### config.mk
export PLATFORM = sky130hd
export DESIGN_NAME = demux_rr_scheduler_flat
export DESIGN_NICKNAME = d
export VERILOG_FILES = /design/src/rtl/demux_rr_scheduler_pkg.sv /design/src/rtl/demux_rr_scheduler_if.sv /design/src/rtl/rr_pick8.sv /design/src/rtl/demux_rr_scheduler.sv /design/src/flat_wrapper.sv
export SDC_FILE = /design/constraint.sdc
export NUM_CORES = 1
export LEC_CHECK = 0
export CORE_MARGIN = 2
export CORE_UTILIZATION = 40
export CTS_CLUSTER_DIAMETER = 30
export CTS_CLUSTER_SIZE = 8
export DETAILED_ROUTE_END_ITERATION = 16
export PLACE_DENSITY = 0.66
export SLEW_MARGIN = 20
export SYNTH_ARGS = -nofsm -noshare
export SYNTH_HDL_FRONTEND = slang
export SYNTH_SLANG_ARGS = --single-unit
### constraint.sdc
create_clock -name clock -period 2.9 [get_ports clock]
set_input_delay 0.29 -clock clock [delete_from_list [all_inputs] [get_ports clock]]
set_output_delay 0.29 -clock clock [all_outputs]
set_load 0.005 [all_outputs]
### src/rtl/demux_rr_scheduler_pkg.sv
// Shared constants and state encoding for the demux round-robin scheduler.
package demux_rr_scheduler_pkg;

  localparam int NUM_CH      = 8;
  localparam int SEL_W       = 3;
  localparam int BURST_CNT_W = 4;

  typedef logic [0:0] state_t;

  localparam state_t IDLE  = 1'b0;
  localparam state_t GRANT = 1'b1;

endpackage

### src/rtl/demux_rr_scheduler_if.sv
// Handshake and demux-drive bundle between the bit producer, the scheduler
// and the Demultiplexer_8 instance. The scheduler connects as slave.
interface demux_rr_scheduler_if;
  import demux_rr_scheduler_pkg::*;

  logic              in_valid;
  logic              in_data;
  logic              in_ready;
  logic [NUM_CH-1:0] sink_ready;
  logic [NUM_CH-1:0] ch_mask;
  logic [SEL_W-1:0]  demux_sel;
  logic              demux_enable;
  logic              demux_data;
  logic              grant_valid;
  logic [SEL_W-1:0]  grant_ch;

  modport master (
    output in_valid, in_data, sink_ready, ch_mask,
    input  in_ready, demux_sel, demux_enable, demux_data, grant_valid, grant_ch
  );

  modport slave (
    input  in_valid, in_data, sink_ready, ch_mask,
    output in_ready, demux_sel, demux_enable, demux_data, grant_valid, grant_ch
  );

endinterface

### src/rtl/rr_pick8.sv
// Rotating-priority picker: finds the first set request bit starting one
// past the last served index and wrapping through 7 back to 0.
module rr_pick8
  import demux_rr_scheduler_pkg::*;
(
  input  logic [NUM_CH-1:0] req,
  input  logic [SEL_W-1:0]  last,
  output logic              found,
  output logic [SEL_W-1:0]  idx
);

  logic [SEL_W-1:0] cand;

  // Walk last+1 .. last+8 with 3-bit wrap; the first hit wins.
  always_comb begin
    found = 1'b0;
    idx   = '0;
    cand  = '0;
    for (int i = 1; i <= NUM_CH; i++) begin
      cand = last + SEL_W'(i);
      if (!found && req[cand]) begin
        found = 1'b1;
        idx   = cand;
      end
    end
  end

endmodule

### src/rtl/demux_rr_scheduler.sv
// Round-robin scheduler sharing one serial bit source across the 8 demux
// outputs. Optional idle-timeout release is built when DEMUX_IDLE_TIMEOUT_EN
// is defined.
module demux_rr_scheduler
  import demux_rr_scheduler_pkg::*;
#(
  parameter int BURST_LEN      = 4,
  parameter int TIMEOUT_CYCLES = 16
) (
  input  logic                  clock,
  input  logic                  reset,
  demux_rr_scheduler_if.slave   bus
);

  state_t                 state_q, state_d;
  logic                   grant_valid_q, grant_valid_d;
  logic [SEL_W-1:0]       grant_ch_q, grant_ch_d;
  logic [SEL_W-1:0]       last_ch_q, last_ch_d;
  logic [BURST_CNT_W-1:0] beat_cnt_q, beat_cnt_d;
  logic [SEL_W-1:0]       demux_sel_q, demux_sel_d;
  logic                   demux_enable_q, demux_enable_d;
  logic                   demux_data_q, demux_data_d;

  logic [NUM_CH-1:0]      elig;
  logic                   pick_found;
  logic [SEL_W-1:0]       pick_idx;
  logic                   grant_ok;
  logic                   in_ready;
  logic                   xfer;
  logic [BURST_CNT_W-1:0] beat_cnt_inc;
  logic                   burst_done;
  logic                   timeout_hit;
  logic                   release_grant;

  assign elig         = bus.sink_ready & bus.ch_mask;
  assign grant_ok     = bus.sink_ready[grant_ch_q] & bus.ch_mask[grant_ch_q];
  assign in_ready     = (state_q == GRANT) && grant_ok;
  assign xfer         = bus.in_valid && in_ready;
  assign beat_cnt_inc = beat_cnt_q + 1'b1;
  assign burst_done   = xfer && (beat_cnt_inc == BURST_CNT_W'(BURST_LEN));

  rr_pick8 u_pick (
    .req   (elig),
    .last  (last_ch_q),
    .found (pick_found),
    .idx   (pick_idx)
  );

`ifdef DEMUX_IDLE_TIMEOUT_EN
  logic [7:0] idle_cnt_q, idle_cnt_d;

  // Idle counter: zero outside a grant, cleared by transfers, counts
  // granted cycles with nothing offered.
  always_comb begin
    idle_cnt_d = idle_cnt_q;
    if (state_q != GRANT || xfer) begin
      idle_cnt_d = '0;
    end else if (!bus.in_valid) begin
      idle_cnt_d = idle_cnt_q + 8'd1;
    end
  end

  assign timeout_hit = (state_q == GRANT) && !bus.in_valid &&
                       ((idle_cnt_q + 8'd1) == 8'(TIMEOUT_CYCLES));

  // Idle counter register.
  always_ff @(posedge clock) begin
    if (reset) begin
      idle_cnt_q <= '0;
    end else begin
      idle_cnt_q <= idle_cnt_d;
    end
  end
`else
  // TIMEOUT_CYCLES is at least 2, so without the idle counter this never fires.
  assign timeout_hit = (TIMEOUT_CYCLES == 0);
`endif

  assign release_grant = (state_q == GRANT) && (!grant_ok || burst_done || timeout_hit);

  // Next-state logic: arbitration in IDLE, transfers and release in GRANT.
  always_comb begin
    state_d        = state_q;
    grant_valid_d  = grant_valid_q;
    grant_ch_d     = grant_ch_q;
    last_ch_d      = last_ch_q;
    beat_cnt_d     = beat_cnt_q;
    demux_sel_d    = demux_sel_q;
    demux_enable_d = 1'b0;
    demux_data_d   = 1'b0;

    if (state_q == IDLE) begin
      if (pick_found) begin
        state_d       = GRANT;
        grant_valid_d = 1'b1;
        grant_ch_d    = pick_idx;
        beat_cnt_d    = '0;
      end
    end else begin
      if (xfer) begin
        demux_enable_d = 1'b1;
        demux_sel_d    = grant_ch_q;
        demux_data_d   = bus.in_data;
        beat_cnt_d     = beat_cnt_inc;
      end
      if (release_grant) begin
        state_d       = IDLE;
        grant_valid_d = 1'b0;
        last_ch_d     = grant_ch_q;
      end
    end
  end

  // State and output registers; reset drops any grant and in-flight bit.
  always_ff @(posedge clock) begin
    if (reset) begin
      state_q        <= IDLE;
      grant_valid_q  <= 1'b0;
      grant_ch_q     <= '0;
      last_ch_q      <= SEL_W'(NUM_CH - 1);
      beat_cnt_q     <= '0;
      demux_sel_q    <= '0;
      demux_enable_q <= 1'b0;
      demux_data_q   <= 1'b0;
    end else begin
      state_q        <= state_d;
      grant_valid_q  <= grant_valid_d;
      grant_ch_q     <= grant_ch_d;
      last_ch_q      <= last_ch_d;
      beat_cnt_q     <= beat_cnt_d;
      demux_sel_q    <= demux_sel_d;
      demux_enable_q <= demux_enable_d;
      demux_data_q   <= demux_data_d;
    end
  end

  assign bus.in_ready     = in_ready;
  assign bus.demux_sel    = demux_sel_q;
  assign bus.demux_enable = demux_enable_q;
  assign bus.demux_data   = demux_data_q;
  assign bus.grant_valid  = grant_valid_q;
  assign bus.grant_ch     = grant_ch_q;

endmodule

### src/flat_wrapper.sv
// flat-port wrapper written by rule: the top's interface ports become plain ports
module demux_rr_scheduler_flat import demux_rr_scheduler_pkg::*;
#(
  parameter int BURST_LEN      = 4,
  parameter int TIMEOUT_CYCLES = 16
)
  (clock, reset, bus_in_valid, bus_in_data, bus_sink_ready, bus_ch_mask, bus_in_ready, bus_demux_sel, bus_demux_enable, bus_demux_data, bus_grant_valid, bus_grant_ch);
  demux_rr_scheduler_if bus_i ();
  input  logic clock;
  input  logic reset;
  input wire logic [$bits(bus_i.in_valid)-1:0] bus_in_valid;
  input wire logic [$bits(bus_i.in_data)-1:0] bus_in_data;
  input wire logic [$bits(bus_i.sink_ready)-1:0] bus_sink_ready;
  input wire logic [$bits(bus_i.ch_mask)-1:0] bus_ch_mask;
  output wire logic [$bits(bus_i.in_ready)-1:0] bus_in_ready;
  output wire logic [$bits(bus_i.demux_sel)-1:0] bus_demux_sel;
  output wire logic [$bits(bus_i.demux_enable)-1:0] bus_demux_enable;
  output wire logic [$bits(bus_i.demux_data)-1:0] bus_demux_data;
  output wire logic [$bits(bus_i.grant_valid)-1:0] bus_grant_valid;
  output wire logic [$bits(bus_i.grant_ch)-1:0] bus_grant_ch;
  assign bus_i.in_valid = bus_in_valid;
  assign bus_i.in_data = bus_in_data;
  assign bus_i.sink_ready = bus_sink_ready;
  assign bus_i.ch_mask = bus_ch_mask;
  assign bus_in_ready = bus_i.in_ready;
  assign bus_demux_sel = bus_i.demux_sel;
  assign bus_demux_enable = bus_i.demux_enable;
  assign bus_demux_data = bus_i.demux_data;
  assign bus_grant_valid = bus_i.grant_valid;
  assign bus_grant_ch = bus_i.grant_ch;
  demux_rr_scheduler #(.BURST_LEN(BURST_LEN), .TIMEOUT_CYCLES(TIMEOUT_CYCLES)) u_core (.clock(clock), .reset(reset), .bus(bus_i));
endmodule
==> flow_summary.json <==
{
  "dieArea_um2": 4760,
  "cts_root_buffer": "clkbuf_8",
  "ant_nets": 0,
  "fmax_mhz": 370,
  "hp-class": "flip-flop to flip-flop",
  "slew_headroom_pct": 42.6,
  "met2_usage_pct": 29.9,
  "grt-busiest-layer": "met1",
  "vdd.ir_drop.worst_mv": 0.403,
  "grt_max_degree": 26,
  "holdPathStages": 1,
  "drt-initial-drc-count": 95,
  "dr.pass1.iters": 4,
  "ctsHoldBuffers": 0,
  "finClkSkew_ps": 4.36,
  "ff2ff_path_depth": 8,
  "finalNonFillerCells": 279,
  "finalSetupViolCount": 0,
  "pwr-share-comb_pct": 70.5,
  "whs_endpoint": "u_core.bus.grant_valid",
  "place_inst": 275,
  "clkLatencyLatePin_ps": 250,
  "synth_area_per_cell_um2": 8.66,
  "tritoncts": "yes",
  "r2r-end": "u_core.bus.grant_ch[2]",
  "p_int_uw": 984,
  "drc_errors": 0,
  "p_switching_uw": 811,
  "htree_levels": 1,
  "antennaDiodeCount": 0,
  "post-dp-hpwl_mm": 3.41,
  "switching_share_pct": 45.2,
  "start_util_pct": 41.9,
  "drive_above_1_share_pct": 15.7,
  "synthCells": 195,
  "wl_per_cell_um": 15.5,
  "yosys_warnings": 0,
  "detailedPlace.worstSlack_ps": 144,
  "clkTransAtPathRegs_ps": 70,
  "cp_data_arrival_time_ps": 2850,
  "cts_made_buffers": 3,
  "antenna_found_initial": 0,
  "placement.io_buffers": 29,
  "synth_nets": 218,
  "seq_power_share_pct": 19.7,
  "gr-usage-met1_pct": 30.6,
  "cp-start-kind": "flip-flop",
  "vias": 1632,
  "fin_setup_tns_ps": 0,
  "hold_slack_ps": 470,
  "grt.total_usage_pct": 20.2,
  "end_kind": "flip-flop",
  "multi_input_area_um2": 1270,
  "worst-setup-path-type": "flip-flop to flip-flop",
  "seq_area_um2": 340,
  "period_minus_slack_ps": 2700,
  "synth-main-ff-cell": "dfxtp_1",
  "hold_start": "u_core.bus.grant_valid",
  "gp_congestion": 0.907,
  "core_um2": 4030,
  "die_width_um": 69.0,
  "fp.dieH_um": 69.0,
  "routed_wl_mm": 4.32,
  "clockPowerShare_pct": 9.9,
  "fin_area_um2": 2120,
  "p_total_mw": 1.79,
  "finalCritPeriodShare_pct": 93.1,
  "rsz0062_at_grt": "true",
  "tightest_slew_ps": 854,
  "via_per_inst": 5.85,
  "async_reset_ff_share_pct": 0,
  "post_synth_instance_area_um2": 1690,
  "ff2ff_setup_slack_ps": 200,
  "ys_types": 53,
  "postPlaceCellArea_um2": 2060,
  "grt_pass1_vias": 1480,
  "fin_ws_ps": 201,
  "area_growth_pct": 25.7,
  "gr-usage-met3_pct": 4.06,
  "grt-ovfl-total": 0,
  "fillers": 376,
  "p_leak_nw": 0.814,
  "slew_violations": 0,
  "r2r_start": "u_core.last_ch_q[1]",
  "status": "finished clean",
  "post_cts_buffers": 0,
  "maxCapViolations": 0,
  "num_rows": 23,
  "cts_buffer_depth": 2,
  "powerDensity_nw_per_um2": 846,
  "ys_seq_area_share_pct": 20.2,
  "nNetsFinal": 253,
  "hold_viol": 0,
  "ioPinCount": 30,
  "synth-edff-count": 0,
  "crit_fanout": 6,
  "cts_sinks": 17,
  "yosys_register_bits": 17,
  "worstPathRequired_ps": 3050,
  "post-route-util_pct": 52.7,
  "grt_pass1_wl_mm": 7.18
}
## registers in the layout, indices dropped and copies added (netlist names)
name / count
u_core.beat_cnt_q: 4
u_core.bus.demux_sel: 3
u_core.bus.grant_ch: 3
u_core.last_ch_q: 3
u_core.bus.demux_data: 1
u_core.bus.demux_enable: 1
u_core.bus.grant_valid: 1
u_core.state_q: 1
## per-layer routing
layer / vias to the layer above / share of wire [%] / routed length [um]
li1: 806 / - / -
met1: 767 / 49 / 2100
met2: 57 / 45 / 1920
met3: 2 / 6.6 / 286
met4: 0 / 0.19 / 8
met5: - / 0 / 0
## cells in the final DEF, fill, tap and decap left out, types with 2 or more instances in the layout
master	n
o21ai_1	5
nand4_1	5
a211o_1	3
and3_1	3
dfxtp_1	17
ha_1	3
clkbuf_8	3
mux4_2	8
a21o_1	3
nand3_1	12
a21oi_1	13
mux4_1	4
nand3b_1	4
and2_1	6
nor2b_1	2
clkdlybuf4s50_1	29
nor2_1	16
a22o_1	2
mux2i_1	5
a22oi_1	2
inv_1	5
nand2b_1	2
mux2_2	2
o21a_1	6
nand2_1	20
buf_4	12
a311o_1	2
o21ai_0	8
## cells in the mapped netlist (3+ instances only)
| master | instances | area (um2) |
|---|---|---|
| clkbuf_1 | 4 | 15.0 |
| mux4_1 | 4 | 105 |
| buf_6 | 3 | 33.8 |
| a211o_1 | 3 | 26.3 |
| dfxtp_1 | 17 | 340 |
| a21o_1 | 3 | 22.5 |
| inv_1 | 5 | 18.8 |
| nor2_1 | 16 | 60.1 |
| and3_1 | 3 | 18.8 |
| o21ai_1 | 5 | 25.0 |
| nand2_1 | 20 | 75.1 |
| mux4_2 | 8 | 180 |
| nand3_1 | 12 | 60.1 |
| nand4_1 | 5 | 31.3 |
| and2_1 | 6 | 37.5 |
| ha_1 | 3 | 37.5 |
| o21a_1 | 6 | 45.0 |
| o21ai_0 | 8 | 40.0 |
| mux2i_1 | 6 | 60.1 |
| nand3b_1 | 4 | 30.0 |
| a21oi_1 | 13 | 65.1 |
## cell families (layout without fill, tap and decap cells)
group                    after synthesis  after routing  share of synthesized area, %
multiplexers                          20             20                          21.8
AND/OR/NAND/NOR                       78             78                          23.4
XOR/XNOR                               4              4                          2.52
AO/OA/AOI/OAI                         57             57                          24.9
adder cells (fa/ha/maj)                3              3                          2.22
flip-flops                            17             17                          20.2
buffers and inverters                 16             50                          5.04
## critical path, cell delays in order, from the launching register on
cell and delay [ps]:
dfxtp_1 390, ha_1 260, xnor2_2 310, mux4_1 680, nor2_2 300, nand4_1 190
nand4b_1 140, nand4_1 110, a31o_1 220
## cell type report
type | count | share of cell area (%)
clock buffers | 3 | 1.95
clock inverters | 1 | 0.236
inverters | 5 | 0.884
multi-input cells | 162 | 60.0
flip-flops and latches | 17 | 16.0
well taps | 50 | 2.95
repair buffers | 41 | 17.9
## how the worst max path moves through the flow
stage | from | to | cells after the start | slack (ps)
floorplan | u_core.last_ch_q[1] | u_core.bus.grant_ch[2] | 10 | 190
global placement | bus_sink_ready[5] | u_core.bus.grant_ch[1] | 9 | 160
detailed placement | bus_sink_ready[7] | u_core.bus.grant_ch[1] | 9 | 140
CTS | u_core.last_ch_q[1] | u_core.bus.grant_ch[1] | 9 | 130
global route | u_core.last_ch_q[0] | u_core.bus.grant_ch[2] | 8 | -10
finish | u_core.last_ch_q[1] | u_core.bus.grant_ch[2] | 8 | 200
## power groups by stage
stage          combinational (mW)  sequential (mW)  clock (mW)
4_1_cts                      1.25            0.350       0.182
2_1_floorplan               0.955            0.308           0
6_report                     1.26            0.353       0.177
5_1_grt                      1.38            0.362       0.196
3_5_place_dp                 1.24            0.354           0
3_3_place_gp                 1.25            0.356           0
## what timing repair did
action                                  CTS  global route
gates resized for setup                   0             2
endpoints found under the hold margin     0             0
endpoints found under the setup margin    0             5
(Power assumes the default switching activity.)
